File: config.mk
export PLATFORM = sky130hd
export DESIGN_NAME = ssd_digit_capture
export DESIGN_NICKNAME = d
export VERILOG_FILES = /design/src/rtl/ssd_digit_capture.sv
export SDC_FILE = /design/constraint.sdc
export NUM_CORES = 1
export LEC_CHECK = 0
export CORE_UTILIZATION = 25
export DETAILED_ROUTE_END_ITERATION = 7
export HOLD_SLACK_MARGIN = 0.15
export PLACE_DENSITY_LB_ADDON = 0.25
export SLEW_MARGIN = 25
export SYNTH_ARGS = -nofsm -noshare
export SYNTH_HDL_FRONTEND = slang
export SYNTH_SLANG_ARGS = --single-unit
File: constraint.sdc
create_clock -name clk -period 8.1 [get_ports clk]
set_clock_uncertainty 0.05 [all_clocks]
set_input_delay 1.62 -clock clk [delete_from_list [all_inputs] [get_ports clk]]
set_output_delay 1.62 -clock clk [all_outputs]
set_load 0.05 [all_outputs]
File: src/rtl/ssd_digit_capture.sv
`default_nettype none
// ============================================================================
// Module   : ssd_digit_capture
// Brief    : Debounces 7-segment patterns and assembles them into a phone number.
// Revision : 1.0
// ============================================================================
module ssd_digit_capture #(
    parameter int STABLE_CYCLES = 4,
    parameter int NUM_DIGITS    = 8
) (
    input  logic                    clk,
    input  logic                    rst,
    input  logic                    clr,
    input  logic [6:0]              seg_in,
    output logic [3:0]              digit_out,
    output logic                    digit_valid,
    output logic                    digit_error,
    output logic [4*NUM_DIGITS-1:0] number_out,
    output logic [3:0]              digit_count,
    output logic                    number_done
);

    localparam int         NW          = 4 * NUM_DIGITS;
    localparam logic [3:0] STABLE_LAST = 4'(STABLE_CYCLES - 1);
    localparam logic [3:0] STABLE_MAX  = 4'(STABLE_CYCLES);
    localparam logic [3:0] DIGITS_MAX  = 4'(NUM_DIGITS);

    localparam logic [1:0] WAIT_BLANK = 2'd0;
    localparam logic [1:0] WAIT_DIGIT = 2'd1;
    localparam logic [1:0] HELD       = 2'd2;

    logic [6:0]    seg_q;
    logic [3:0]    stab_q, stab_d;
    logic [1:0]    state_q, state_d;
    logic [3:0]    digit_q, digit_d;
    logic          valid_q, valid_d;
    logic          error_q, error_d;
    logic [NW-1:0] number_q, number_d;
    logic [3:0]    count_q, count_d;
    logic          done_q, done_d;

    logic          w_same;
    logic          w_accept;
    logic          w_blank;
    logic          w_known;
    logic [3:0]    w_bcd;

    assign w_same   = (seg_in == seg_q);
    // Acceptance fires on the single edge where the counter steps to its limit.
    assign w_accept = w_same && (stab_q == STABLE_LAST);
    assign w_blank  = (seg_q == 7'h00);
    assign stab_d   = !w_same ? 4'd0 : ((stab_q == STABLE_MAX) ? stab_q : stab_q + 4'd1);

    always_comb begin
        w_known = 1'b1;
        w_bcd   = 4'hF;
        case (seg_q)
            7'h7E:   w_bcd = 4'd0;
            7'h30:   w_bcd = 4'd1;
            7'h6D:   w_bcd = 4'd2;
            7'h79:   w_bcd = 4'd3;
            7'h33:   w_bcd = 4'd4;
            7'h5B:   w_bcd = 4'd5;
            7'h5F:   w_bcd = 4'd6;
            7'h70:   w_bcd = 4'd7;
            7'h7F:   w_bcd = 4'd8;
            7'h7B:   w_bcd = 4'd9;
            default: w_known = 1'b0;
        endcase
    end

    always_ff @(posedge clk or posedge rst) begin
        if (rst) begin
            state_q <= WAIT_BLANK;
        end else begin
            state_q <= state_d;
        end
    end

    always_comb begin
        state_d = state_q;
        if (clr) begin
            state_d = WAIT_BLANK;
        end else if (w_accept) begin
            case (state_q)
                WAIT_BLANK: if (w_blank)  state_d = WAIT_DIGIT;
                WAIT_DIGIT: if (!w_blank) state_d = HELD;
                HELD:       if (w_blank)  state_d = WAIT_DIGIT;
                default:                  state_d = WAIT_BLANK;
            endcase
        end
    end

    always_comb begin
        digit_d  = digit_q;
        number_d = number_q;
        count_d  = count_q;
        valid_d  = 1'b0;
        error_d  = 1'b0;
        done_d   = 1'b0;
        if (clr) begin
            number_d = '0;
            count_d  = 4'd0;
        end else if (w_accept && (state_q == WAIT_DIGIT) && !w_blank) begin
            if (w_known) begin
                digit_d = w_bcd;
                valid_d = 1'b1;
                // A full number is replaced rather than extended.
                if (count_q == DIGITS_MAX) begin
                    number_d = {{(NW-4){1'b0}}, w_bcd};
                    count_d  = 4'd1;
                    done_d   = (DIGITS_MAX == 4'd1);
                end else begin
                    number_d = {number_q[NW-5:0], w_bcd};
                    count_d  = count_q + 4'd1;
                    done_d   = ((count_q + 4'd1) == DIGITS_MAX);
                end
            end else begin
                digit_d = 4'hF;
                error_d = 1'b1;
            end
        end
    end

    always_ff @(posedge clk or posedge rst) begin
        if (rst) begin
            seg_q    <= 7'h00;
            stab_q   <= 4'd0;
            digit_q  <= 4'd0;
            valid_q  <= 1'b0;
            error_q  <= 1'b0;
            number_q <= '0;
            count_q  <= 4'd0;
            done_q   <= 1'b0;
        end else begin
            seg_q    <= seg_in;
            stab_q   <= stab_d;
            digit_q  <= digit_d;
            valid_q  <= valid_d;
            error_q  <= error_d;
            number_q <= number_d;
            count_q  <= count_d;
            done_q   <= done_d;
        end
    end

    assign digit_out   = digit_q;
    assign digit_valid = valid_q;
    assign digit_error = error_q;
    assign number_out  = number_q;
    assign digit_count = count_q;
    assign number_done = done_q;

endmodule
`default_nettype wire

==> qor.yml <==
cp_slowest_cell: "or4_4"
cts_tree: "done"
cts_root_buffer: "clkbuf_8"
hpwl_mm: 4.01
rsz0062_at_grt: "no"
power_leakage_nw: 1.36
clock_latency_ns: 0.32
required_ns: 8.31
clockBufferDepth: 2
fillers: 986
io_pins: 53
rows: 36
vdd_drop_max_uv: 73.1
outcome: "completed"
die_height_um: 103
route.detailed.drc: 0
seq_area_frac_synth_pct: 54.5
worstSetupPathType: "input pin to flip-flop"
antenna_found_initial: 0
cts_hold_buf: 0
grt_use_total_pct: 11.5
crit_path_cell_trace: "clkdlybuf4s50_1, xor2_1, or4_4, or3_4, nor4_4, buf_4, a22o_2"
clk_pin_slew_ns: 0.11
syn_nets: 232
drtPass1Iterations: 4
ys.flop_type: "dfrtp_1"
chipWidth_um: 103
gp_congestion: 0.793
cap_violations: 0
syn-instance-count: 217
die_area_um2: 10700
p_int_w: 0.000356
cts_made_buffers: 5
p_sw_w: 0.000124
synth_area_um2: 2570
areaGrowthSynthToFinish_pct: 28.3
htree_levels: 2
finalSetupTns_ns: 0
grt_pass1_vias: 1791
netlist_top_cells_area: "dfrtp_1 (55%), a22o_2 (6.2%), a22o_1 (5.5%)"
synth.distinct_cells: 50
yosys-top-cells-count: "dfrtp_1 (56), a22o_1 (16), a22o_2 (16)"
wire_per_inst_um: 14.6
detailedPlace.worstSlack_ns: 4.03
cts_sinks: 56
yosysMostFrequentCell: "dfrtp_1"
grt_overflow_total: 0
synth_seq_cells: 56
swShare_pct: 25.9
period_share_pct: 46.1
finalSetupViolations: 0
yosys.area.top_type: "dfrtp_1"
post_cts_resize_count: 0
nets: 281
drive_gt1_share_pct: 15.0
vias_per_cell: 4.76
multi_input_area_um2: 1050
seqPwrFrac_pct: 59.6
timing.fmax_mhz: 268
finalCriticalPeriod_ns: 3.74
start_util_pct: 26.1
critPathCaptureType: "flip-flop"
critPathArrivalTime_ns: 3.95
comb_power_share_pct: 5.8
regArea_um2: 1400
grt_pass1_wl_mm: 9.43
drt_wl_total_mm: 5.86
yosysTopAreaCellShare_pct: 54.5
cp.buffers_inverters: 2
worstPathMaxFanout: 28
synth_edf_count: 0
portBuffers: 52
cp-start-kind: "input pin"
coreArea_um2: 9860
cpLargestDelayFamily: "simple AND/OR/NAND/NOR gates"
grt_max_degree: 57
slew_viol_final: 0
cpPeakStageDelay_ns: 0.56
fin_ws_ns: 4.36
hp-class: "flip-flop to flip-flop"
worstMarginPinSlew_ns: 0.718
power_density_nw_per_um2: 146
post_cts_buffers: 0
avgSynthCellArea_um2: 11.8
relSlewSlack_pct: 51.6
clockPowerShare_pct: 34.6
drtAntennaViolNets: 0
diodes: 0
synth_warnings: 0
route.vias.total: 1902
first_iter_violations: 56
async_flop_share_pct: 100
hold_viol_final: 0
[power by group through the flow]
stage	logic [W]	registers (W)	clock network (W)
5_1_grt	0.0000312	0.000287	0.000185
6_report	0.0000278	0.000286	0.000166
3_5_place_dp	0.0000286	0.000291	0
2_1_floorplan	0.0000220	0.000287	0
4_1_cts	0.0000287	0.000286	0.000174
3_3_place_gp	0.0000283	0.000291	0
[metal layers]
metal / vias up / part of all wire, % / track usage [%]
li1: 902 / - / -
met1: 952 / 50 / 16.9
met2: 44 / 45 / 17.2
met3: 4 / 4.0 / 2.35
met4: 0 / 0.73 / 2.60
met5: - / 0 / 0
[cell families after synthesis]
logic type                 after synthesis  share of synthesized area (%)
buffers and inverters                   23                           4.53
xor gates and xnor gates                 9                           3.07
AOI/OAI and AO/OA                       67                           21.4
DFF                                     56                           54.5
muxes                                    1                          0.389
and+or+nand+nor                         56                           13.7
adders and majority gates                5                           2.43
[cell usage in the layout (no fill, tap or decap), types with 2 or more instances in the layout]
cell	n
a21oi_1	9
a22o_1	16
a22o_2	16
and3_1	2
buf_4	3
clkbuf_8	5
clkdlybuf4s50_1	52
dfrtp_1	56
ha_1	5
inv_1	8
inv_2	2
nand2_1	7
nand2b_1	5
nand3_1	6
nand3b_1	2
nand4_1	2
nor2_1	9
nor2b_1	2
nor3_1	5
nor3b_1	2
nor4_1	2
o211ai_1	2
o21ai_0	7
o2bb2ai_1	2
o311ai_0	2
o31ai_1	4
or3b_2	2
xnor2_1	6
xor2_1	3
[cell type report]
class	instances	area share [%]
clock buffer	5	2.09
inverter	10	1.14
sequential	56	42.5
clock inverter	3	0.835
tap	133	5.05
multi-input combinational	138	31.9
timing repair buffer	55	16.5
[through the flow]
step	cell area, um2	std cells	power, W	hold WS [ns]	utilization [%]
6_report	3300	400	0.000480	0.462	33.4
4_1_cts	3300	400	0.000489	0.471	33.4
2_1_floorplan	2570	217	0.000309	0.463	-
5_1_grt	3300	400	0.000503	0.504	33.4
3_5_place_dp	3200	392	0.000320	0.445	32.5
3_3_place_gp	3200	392	0.000320	0.437	32.5
[state kept, by name (all words and copies together) (netlist names)]
| signal | count |
|---|---|
| digit_error | 1 |
| digit_count | 4 |
| digit_out | 4 |
| number_done | 1 |
| seg_q | 7 |
| digit_valid | 1 |
| stab_q | 4 |
| number_out | 32 |
| state_q | 2 |
[worst reg2reg max path, delay by kind of cell (launching register included)]
| family | cells | cell delay, ns |
|---|---|---|
| compound gates | 1 | 0.20 |
| fa+ha+maj | 1 | 0.20 |
| buf+inv | 1 | 0.35 |
| flops | 1 | 0.42 |
| simple gates | 4 | 1.51 |
[path summary, 6_finish.rpt]
kind / from / end / slack (ns) / depth (start not counted)
worst max-delay path: seg_in[6] / number_out[9]$_DFFE_PP0P_ / 4.36 / 7
worst min-delay path: number_out[31]$_DFFE_PP0P_ / number_out[31]$_DFFE_PP0P_ / 0.46 / 1
worst max register to register: stab_q[0]$_DFFE_PP0P_ / number_out[9]$_DFFE_PP0P_ / 5.33 / 7
worst min register to register: number_out[31]$_DFFE_PP0P_ / number_out[31]$_DFFE_PP0P_ / 0.46 / 1
max in group asynchronous: rst / seg_q[0]$_DFF_PP0_ / 5.75 / 3
min in group asynchronous: rst / number_out[30]$_DFFE_PP0P_ / 1.76 / 3
No activity file was read; power rests on OpenSTA's default activity.
